**config.mk**
```make
export PLATFORM = sky130hd
export DESIGN_NAME = mb_io_timer
export DESIGN_NICKNAME = d
export VERILOG_FILES = /design/src/rtl/mb_io_timer.sv
export SDC_FILE = /design/constraint.sdc
export NUM_CORES = 1
export LEC_CHECK = 0
export ABC_AREA = 1
export BUFFER_PORTS_ARGS = -buffer_cell sky130_fd_sc_hd__buf_2
export CAP_MARGIN = 20
export CORE_UTILIZATION = 60
export DETAILED_ROUTE_END_ITERATION = 16
export HOLD_SLACK_MARGIN = 0.15
export PLACE_DENSITY = 0.82
export SLEW_MARGIN = 0
export SYNTH_ARGS = -nofsm -noshare
export SYNTH_HDL_FRONTEND = slang
export SYNTH_SLANG_ARGS = --single-unit
export TNS_END_PERCENT = 5
```
**constraint.sdc**
```tcl
create_clock -name clk -period 2.2 [get_ports clk]
set_input_delay 0.55 -clock clk [delete_from_list [all_inputs] [get_ports clk]]
set_output_delay 0.55 -clock clk [all_outputs]
set_load 0.01 [all_outputs]
```
**src/rtl/mb_io_timer.sv**
```systemverilog
// -----------------------------------------------------------------------------
// mb_io_timer
//
// Programmable down-counting timer on the MicroBlaze MCS IO bus. IO_Address
// selects one of eight word registers:
//   0 CTRL       bit0 EN, bit1 AUTO_RELOAD, bit2 IRQ_EN, [8 +: PRESCALE_W] PRESCALE
//   1 LOAD       reload value
//   2 COUNT      live counter (a write loads it directly)
//   3 STATUS     bit0 EXPIRED, bit1 CAPTURED (sticky, write-1-to-clear)
//   4 CAPTURE    snapshot of COUNT taken on a rising edge of capture_in
//   5 EXPIRE_CNT number of expiries (any write clears it)
//   6,7          read as zero, writes ignored
//
// Every access completes one cycle after IO_Addr_Strobe with a single-cycle
// IO_Ready pulse. Read data is registered and is zero outside that pulse.
//
// Ports:
//   clk, reset       system clock, synchronous active-high reset
//   IO_*             MCS IO bus slave interface
//   capture_in       capture event, already synchronous to clk
//   timer_irq        level interrupt = EXPIRED & IRQ_EN
//   timer_toggle     inverts on every expiry
// -----------------------------------------------------------------------------
module mb_io_timer #(
    parameter int COUNT_W    = 32,  // 8..32
    parameter int PRESCALE_W = 8
) (
    input  logic        clk,
    input  logic        reset,
    input  logic        IO_Addr_Strobe,
    input  logic        IO_Read_Strobe,
    input  logic        IO_Write_Strobe,
    input  logic [2:0]  IO_Address,
    input  logic [3:0]  IO_Byte_Enable,
    input  logic [31:0] IO_Write_Data,
    output logic [31:0] IO_Read_Data,
    output logic        IO_Ready,
    input  logic        capture_in,
    output logic        timer_irq,
    output logic        timer_toggle
);

    typedef enum logic [2:0] {
        ADDR_CTRL       = 3'd0,
        ADDR_LOAD       = 3'd1,
        ADDR_COUNT      = 3'd2,
        ADDR_STATUS     = 3'd3,
        ADDR_CAPTURE    = 3'd4,
        ADDR_EXPIRE_CNT = 3'd5
    } reg_addr_e;

    // ------------------------------------------------------------------
    // Register state
    // ------------------------------------------------------------------
    logic                  ctrl_en;
    logic                  ctrl_auto;
    logic                  ctrl_irq_en;
    logic [PRESCALE_W-1:0] ctrl_prescale;
    logic [COUNT_W-1:0]    load_q;
    logic [COUNT_W-1:0]    count_q;
    logic [COUNT_W-1:0]    capture_q;
    logic                  expired;
    logic                  captured;
    logic [31:0]           expire_cnt;
    logic [PRESCALE_W-1:0] prescale_cnt;
    logic                  capture_prev;

    // ------------------------------------------------------------------
    // Bus decode
    // ------------------------------------------------------------------
    logic wr_en, rd_en, any_be;
    logic wr_ctrl, wr_load, wr_count, wr_status, wr_expire_cnt;

    assign wr_en  = IO_Addr_Strobe && IO_Write_Strobe;
    assign rd_en  = IO_Addr_Strobe && IO_Read_Strobe;
    assign any_be = |IO_Byte_Enable;

    assign wr_ctrl       = wr_en && (IO_Address == ADDR_CTRL);
    assign wr_load       = wr_en && (IO_Address == ADDR_LOAD);
    assign wr_count      = wr_en && (IO_Address == ADDR_COUNT);
    // STATUS and EXPIRE_CNT do not merge bytes; any enabled lane triggers them.
    assign wr_status     = wr_en && (IO_Address == ADDR_STATUS) && any_be;
    assign wr_expire_cnt = wr_en && (IO_Address == ADDR_EXPIRE_CNT) && any_be;

    // ------------------------------------------------------------------
    // Byte-lane merge of write data into CTRL, LOAD and COUNT
    // ------------------------------------------------------------------
    logic                  ctrl_en_next;
    logic                  ctrl_auto_next;
    logic                  ctrl_irq_en_next;
    logic [PRESCALE_W-1:0] prescale_next;
    logic [COUNT_W-1:0]    load_next;
    logic [COUNT_W-1:0]    count_next;

    always_comb begin
        // NOTE: every signal driven here gets a default first so that no path
        // leaves it unassigned; otherwise synthesis infers a latch.
        ctrl_en_next     = IO_Byte_Enable[0] ? IO_Write_Data[0] : ctrl_en;
        ctrl_auto_next   = IO_Byte_Enable[0] ? IO_Write_Data[1] : ctrl_auto;
        ctrl_irq_en_next = IO_Byte_Enable[0] ? IO_Write_Data[2] : ctrl_irq_en;
        prescale_next    = ctrl_prescale;
        load_next        = load_q;
        count_next       = count_q;
        for (int i = 0; i < PRESCALE_W; i++) begin
            if (IO_Byte_Enable[(8 + i) / 8]) begin
                prescale_next[i] = IO_Write_Data[8 + i];
            end
        end
        for (int i = 0; i < COUNT_W; i++) begin
            if (IO_Byte_Enable[i / 8]) begin
                load_next[i]  = IO_Write_Data[i];
                count_next[i] = IO_Write_Data[i];
            end
        end
    end

    // ------------------------------------------------------------------
    // Read mux (registered below)
    // ------------------------------------------------------------------
    logic [31:0] rd_mux;

    always_comb begin
        rd_mux = '0;
        case (IO_Address)
            ADDR_CTRL: begin
                rd_mux[0]                = ctrl_en;
                rd_mux[1]                = ctrl_auto;
                rd_mux[2]                = ctrl_irq_en;
                rd_mux[8 +: PRESCALE_W]  = ctrl_prescale;
            end
            ADDR_LOAD:       rd_mux = 32'(load_q);
            ADDR_COUNT:      rd_mux = 32'(count_q);
            ADDR_STATUS:     rd_mux = {30'd0, captured, expired};
            ADDR_CAPTURE:    rd_mux = 32'(capture_q);
            ADDR_EXPIRE_CNT: rd_mux = expire_cnt;
            default:         rd_mux = '0;
        endcase
    end

    // ------------------------------------------------------------------
    // Timer events
    // ------------------------------------------------------------------
    logic tick, tick_eff, expire, cap_edge;

    assign tick     = ctrl_en && (prescale_cnt == ctrl_prescale);
    // A bus write to COUNT overrides the tick entirely, including any expiry.
    assign tick_eff = tick && !wr_count;
    assign expire   = tick_eff && (count_q == '0);
    assign cap_edge = capture_in && !capture_prev;

    assign timer_irq = expired && ctrl_irq_en;

    // ------------------------------------------------------------------
    // State update
    // ------------------------------------------------------------------
    // NOTE: sequential state uses non-blocking assignments only, so every
    // right-hand side below sees the pre-edge value (e.g. the capture samples
    // COUNT before a same-cycle tick updates it).
    always_ff @(posedge clk) begin
        if (reset) begin
            IO_Ready      <= 1'b0;
            IO_Read_Data  <= '0;
            ctrl_en       <= 1'b0;
            ctrl_auto     <= 1'b0;
            ctrl_irq_en   <= 1'b0;
            ctrl_prescale <= '0;
            load_q        <= '0;
            count_q       <= '0;
            capture_q     <= '0;
            expired       <= 1'b0;
            captured      <= 1'b0;
            expire_cnt    <= '0;
            prescale_cnt  <= '0;
            capture_prev  <= 1'b0;
            timer_toggle  <= 1'b0;
        end else begin
            // Bus handshake: every strobe, even with no direction, completes.
            IO_Ready     <= IO_Addr_Strobe;
            IO_Read_Data <= rd_en ? rd_mux : '0;

            capture_prev <= capture_in;

            // Prescaler restarts from zero when the timer is switched on,
            // otherwise it runs 0..PRESCALE while enabled and freezes when not.
            if (wr_ctrl && ctrl_en_next && !ctrl_en) begin
                prescale_cnt <= '0;
            end else if (ctrl_en) begin
                prescale_cnt <= tick ? '0 : prescale_cnt + PRESCALE_W'(1);
            end

            // Counter
            if (wr_count) begin
                count_q <= count_next;
            end else if (tick_eff) begin
                if (count_q != '0) begin
                    count_q <= count_q - COUNT_W'(1);
                end else if (ctrl_auto) begin
                    count_q <= load_q;
                end
            end

            // CTRL: a bus write takes priority over the one-shot auto-disable.
            if (wr_ctrl) begin
                ctrl_en       <= ctrl_en_next;
                ctrl_auto     <= ctrl_auto_next;
                ctrl_irq_en   <= ctrl_irq_en_next;
                ctrl_prescale <= prescale_next;
            end else if (expire && !ctrl_auto) begin
                ctrl_en <= 1'b0;
            end

            if (wr_load) begin
                load_q <= load_next;
            end

            // Sticky flags: a new event in the clearing cycle keeps the flag set.
            expired  <= (expired  && !(wr_status && IO_Write_Data[0])) || expire;
            captured <= (captured && !(wr_status && IO_Write_Data[1])) || cap_edge;

            if (cap_edge) begin
                capture_q <= count_q;
            end

            // Clear beats a same-cycle expiry; the counter wraps naturally.
            if (wr_expire_cnt) begin
                expire_cnt <= '0;
            end else if (expire) begin
                expire_cnt <= expire_cnt + 32'd1;
            end

            if (expire) begin
                timer_toggle <= !timer_toggle;
            end
        end
    end

endmodule

```
[Yosys cells after proc, flatten, opt, wreduce, memory -nomap -nowiden]
Cells that the tools add are included.
Storage, ports and cells
  flip-flop bits (word level): 184
  input bits: 45
  output and inout bits: 35
  logic and storage cells: 129
Operators by class
  $add $sub $neg: 3
  equality and inequality tests: 10
  muxes and demuxes: 44
  bitwise operators: 1
  reductions and logical operators: 50
Operator list (count)
  $mux W32: 4
  $pmux W16 S4: 1
  $pmux W8 S5: 1
  $mux W1: 35
  $add A32 B1 Y32 const B: 1
  $logic_not A32 Y1: 1
  $reduce_bool A32 Y1: 1
  $sub A32 B1 Y32 const B: 1
  $logic_and A1 B1 Y1: 21
  $pmux W5 S4: 1
  $pmux W3 S6: 1
  $reduce_and A2 Y1: 6
  $reduce_and A3 Y1: 4
  $add A8 B1 Y8 const B: 1
  $eq A8 B8 Y1: 1
  $mux W8: 1
  $ne A2 B2 Y1 const B: 4
  $logic_not A1 Y1: 7
  $eq A3 B2 Y1 const B: 2
  $eq A3 B3 Y1 const B: 2
  $reduce_or A2 Y1: 3
  $reduce_bool A2 Y1: 2
  $reduce_or A4 Y1: 1
  $eq A3 B1 Y1 const B: 1
  4 further kinds: 5

[Longest topological paths before layout]
  depth after elaboration: 8
  gate-level depth with buffers: 15
  depth with buffers taken out: 13

[Least setup slack after synthesis]
OpenSTA, ideal clock, no wires.
  path kind: input-to-reg
  start point: input port IO_Byte_Enable[2]
  end point: register expire_cnt[22]
  library setup time: 124 ps
  arrival time: 1731 ps
  data required time: 2076 ps
  path slack: 346 ps
  stages on the path: 8
  path buffers: 3
  path through: clkbuf_1 nor2_1 nand3_1 a31oi_2 inv_2 clkbuf_1 buf_2 a21oi_1
Between the ends
  word-level cells in the longest chain between the ends: 3
RTL lines
  start: declaration: line 34  | input logic [3:0] IO_Byte_Enable,
  $reduce_or A4 Y1: line 76  | assign any_be = |IO_Byte_Enable;
  $logic_and A1 B1 Y1: line 83  | assign wr_expire_cnt = wr_en && (IO_Address == ADDR_EXPIRE_CNT) && any_be;
  $reduce_or A2 Y1 (no line)
  end signal: assignment: line 228  | expire_cnt <= expire_cnt + 32'd1;
  end: declaration: line 64  | logic [31:0] expire_cnt;
No other way between the ends.
A chain may end at the register's enable or synchronous reset.

[Worst setup path after layout]
  start point: register count_q[1]
  end point: register count_q[13]
Between the ends
  word-level cells in the longest chain between the ends: 4
  elaborated cells between the ends (all ways): 7
  those cells by class: add/sub: 1; mux: 3; reduce/logical: 3
RTL lines
  start: declaration: line 60  | logic [COUNT_W-1:0] count_q;
  start signal: assignment: line 193  | count_q <= count_next;
  start signal: assignment: line 196  | count_q <= count_q - COUNT_W'(1);
  start signal: assignment: line 198  | count_q <= load_q;
  $sub A32 B1 Y32 or $reduce_bool A32 Y1 (tied branches): line 196, 195
  $mux W32: line 195  | if (count_q != '0) begin
  $mux W32: line 194  | end else if (tick_eff) begin
  $mux W32: line 192  | if (wr_count) begin
Several ways; a longest one is shown, not always the timed one. The select of a mux whose other input is x is not followed.

==> metrics list <==
- The count of nets left with antenna violations once routing finished came out at 0.
- By area the synthesized netlist is led by sky130_fd_sc_hd__dfxtp_1 (38%), sky130_fd_sc_hd__nand2_1 (13%), sky130_fd_sc_hd__nor2_1 (7.5%).
- Die Span X: 129.9 µm
* Setup total negative slack: 0 ps
- The worst setup path is launched from a flop.
- Fraction of power spent switching nets: between 30% and 40%
- Post-synthesis net count: between 1.5k and 2k
* Post-cts repair resize count: 0
- Die outline height: 129.9 µm
- Combinational cells account for 22.1% of the total power.
- Peak clock frequency supported by timing: 0.4931 GHz
- Maximum fanout along the worst path: 6
- Number of global-route vias before repair: roughly 9.4k
- Clock slew seen by the registers of the worst setup and hold paths: 70 ps
* Final global-route overflow total: 0
- Broken down by cell family, the worst path's largest delay share belongs to simple AND/OR/NAND/NOR gates.
- Most frequent cell on the critical path: sky130_fd_sc_hd__nor2_1
- Required time of the critical path: around 2500 ps
* Power per Cell Area: 740.2 mW/mm²
- Worst path bufs/invs: 1
- Commonest non-fill, non-tap cell in the layout: sky130_fd_sc_hd__nand2_1
- WL met3: roughly 3400 µm
- GRT Overall Usage: 38.71%
* Cell type of the slowest stage on the worst timing path: sky130_fd_sc_hd__dfxtp_1
* Run status: finished, final reports clean
* Htree depth: 4
* Setup violation total in the final timing report: 0
- Post-Synthesis Cells: about 1.5k
- Leakage: approximately 0.0047 µW
- Sum of routed wire length over all layers: between 30000 and 40000 µm
* First-pass iteration count of the detailed router: 9
- VDD sags by at most roughly 600 µV.
- The path class of the tightest hold or removal check is in -> reg.
* DRC violation count after routing: 0
- Number of vias per cell: 5.858
* I/O Buffers: 79
- Seq/Total Area, Yosys: between 30% and 40%
- Clock Tree Buf Depth: 2
- Fill cell total of the finished layout: approximately 1.4k
* Routed length per instance: roughly 18 µm
- For this design, the sink count on the clock tree is roughly 180.
* Synth top area share: around 38%
- Num rows: 46
- Antenna violations before repair: 1
* Internal power: between 5000 and 6000 µW
- The detailed router finished its first iteration with approximately 1.3k violations.
- The highest layer touched by signal routing is met4.
* Period Utilization, post-route: between 90 and 100%
- Hold is met by ~340 ps.
* Largest net degree at the start of global routing: 56
* Critical Setup Path Class: reg -> reg
- Setup repair after global routing left no endpoint under its margin.
* Cell accounting for the most synthesized area: sky130_fd_sc_hd__dfxtp_1
- Final weighted congestion of routability-driven global placement: between 1 and 1.5
- The routed layout has between 10k and 15k vias.
* Count of pins over their slew limit: 0
- Initial standard-cell utilization of the core: roughly three fifths
* Series of cell instances along the critical path: inv_1 -> ha_1 -> nand2_1 -> nor3_1 -> nand3_1 -> nor2_4 -> nand2_2 -> o21ai_0 -> nor2_1 -> nor2_1 -> nor2_1
- Net switching power figure: 2649 µW
* Met2 WL: 13610 µm
- Portion of total power attributed to sequential cells: 41.6%
- Element type at the critical path end: flop
- Hold repair after CTS inserted 0 buffers.
- Summed over all nets, the half-perimeter wirelength after detailed placement is approximately 23000 µm.
- Sequential cell area: approximately 0.0037 mm²
- Fraction of final layout cells sized beyond drive strength 1: 14.95%
- Number of distinct library cell variants in the gate-level netlist after synthesis: 40
- Across the routed clock network, the largest skew measured is about 12 ps.
* Post-synthesis sequential element count: 184
* Met1 Routed Length: 12750 µm
- First-pass GRT wire length: 49420 µm
- Reported max-cap violation count: 0
* Highest-count cells in the layout ignoring fill and taps: sky130_fd_sc_hd__nand2_1 (349), sky130_fd_sc_hd__nor2_1 (195), sky130_fd_sc_hd__dfxtp_1 (184)
- Yosys printed 0 warnings.
* Combined area of the multi-input logic cells: 0.005228 mm²
* Final nets: 1608
- The final hold violation count is 0.
- Number of buffers inserted to repair setup after CTS: 0
- TritonCTS clock tree: built
- The mapped netlist covers ~0.0098 mm².
* Worst slew margin: roughly three fifths
- The floorplan step defined a die boundary enclosing about 0.017 mm².
- Core Footprint: roughly 0.016 mm²
- For the worst setup path, the data arrival time is around 2400 ps.
- Averaged over all synthesized cells, the footprint is approximately 6.7 µm².
- Relative area change from synthesis to final layout: 14.22%
- The worst path in the final design needs a cycle of a little over 2000 ps, including I/O delays and setup.
- In this run the clock root is driven by a sky130_fd_sc_hd__clkbuf_16.
- Crit-path max cell delay: 310 ps
- 80 I/O pins were placed.
- TritonCTS created 17 clock buffers.
- Clock latency at the later pin of the worst-skew pair: 440 ps
- The clock network accounts for approximately 36% of the total power.
* Worst Max-Slew Pin Slew: 588.5 ps
## per-layer routing
layer	up-vias	GRT usage, %
met3	120	8.364
met4	0	22.91
li1	4975	-
met5	-	0
met2	669	59.04
met1	4716	50.45
## per-stage QoR
step | setup slack (ps) | util [%] | total power, µW | cells | area, µm²
CTS | 162.3 | 70.08 | 8214 | 1787 | 11170
floorplan | 345.5 | - | 4712 | 1474 | 9809
detailed placement | 53.40 | 66.48 | 5252 | 1755 | 10600
global route | 17.45 | 70.26 | 8621 | 1788 | 11200
global placement | 113.1 | 66.48 | 5235 | 1755 | 10600
finish | 172.2 | 70.28 | 8294 | 1789 | 11200
## synthesized netlist by cell type, drive strengths merged
library cell	count
o21a	1
a311oi	3
nand3	95
xor2	38
buf	32
clkbuf	32
a22oi	1
xnor2	5
a221oi	21
ha	4
nand2	369
a2111oi	2
dfxtp	184
o22ai	30
o21ai	95
nand4	14
a21oi	134
or2	2
and2	2
nor3b	5
nor2	217
a31oi	7
a211oi	1
inv	158
nor3	22
## cells by family after synthesis
family                   Yosys count  share of synthesized area, %
AND/OR/NAND/NOR                  726                         31.65
AO/OA/AOI/OAI                    295                         17.00
buffers and inverters            222                         9.451
flip-flops                       184                         37.55
XOR/XNOR                          43                         3.839
adder cells (fa/ha/maj)            4                        0.5102
## power by group through the flow
stage	Sequential [µW]	Clock, µW	Combinational [µW]
after floorplan	3510	0	1200
after global placement	3520	0	1710
after detailed placement	3520	0	1730
after CTS	3450	3020	1750
after global routing	3450	3150	2010
final	3450	3010	1830
## area by class of cell
| cell class | count | share of cell area, % |
|---|---|---|
| multi-input cells | 1069 | 46.66 |
| diodes | 1 | 0.02233 |
| inverters | 158 | 5.293 |
| flip-flops and latches | 184 | 32.88 |
| clock inverters | 12 | 1.050 |
| repair buffers | 129 | 7.616 |
| clock buffers | 20 | 4.076 |
| well taps | 216 | 2.412 |
## flip-flops by register name, indices dropped and copies added (netlist names)
name / flops
IO_Read_Data: 32
IO_Ready: 1
capture_prev: 1
capture_q: 32
captured: 1
count_q: 32
ctrl_auto: 1
ctrl_en: 1
ctrl_irq_en: 1
ctrl_prescale: 8
expire_cnt: 32
expired: 1
load_q: 32
prescale_cnt: 8
timer_toggle: 1
## tightest hold or removal path, stage by stage
cell                     delay, ps
sky130_fd_sc_hd__buf_2         100
sky130_fd_sc_hd__inv_1          40
sky130_fd_sc_hd__nor2_1         40
## path summary, 6_finish.rpt
kind	start	to	slack [ps]	cells past startpoint
worst min-delay path	IO_Addr_Strobe	IO_Ready	340	3
worst max-delay path	count_q[1]	count_q[13]	170	11
worst min register to register	capture_q[17]	capture_q[17]	470	2
worst max register to register	count_q[1]	count_q[13]	170	11
(Power assumes the default switching activity.)
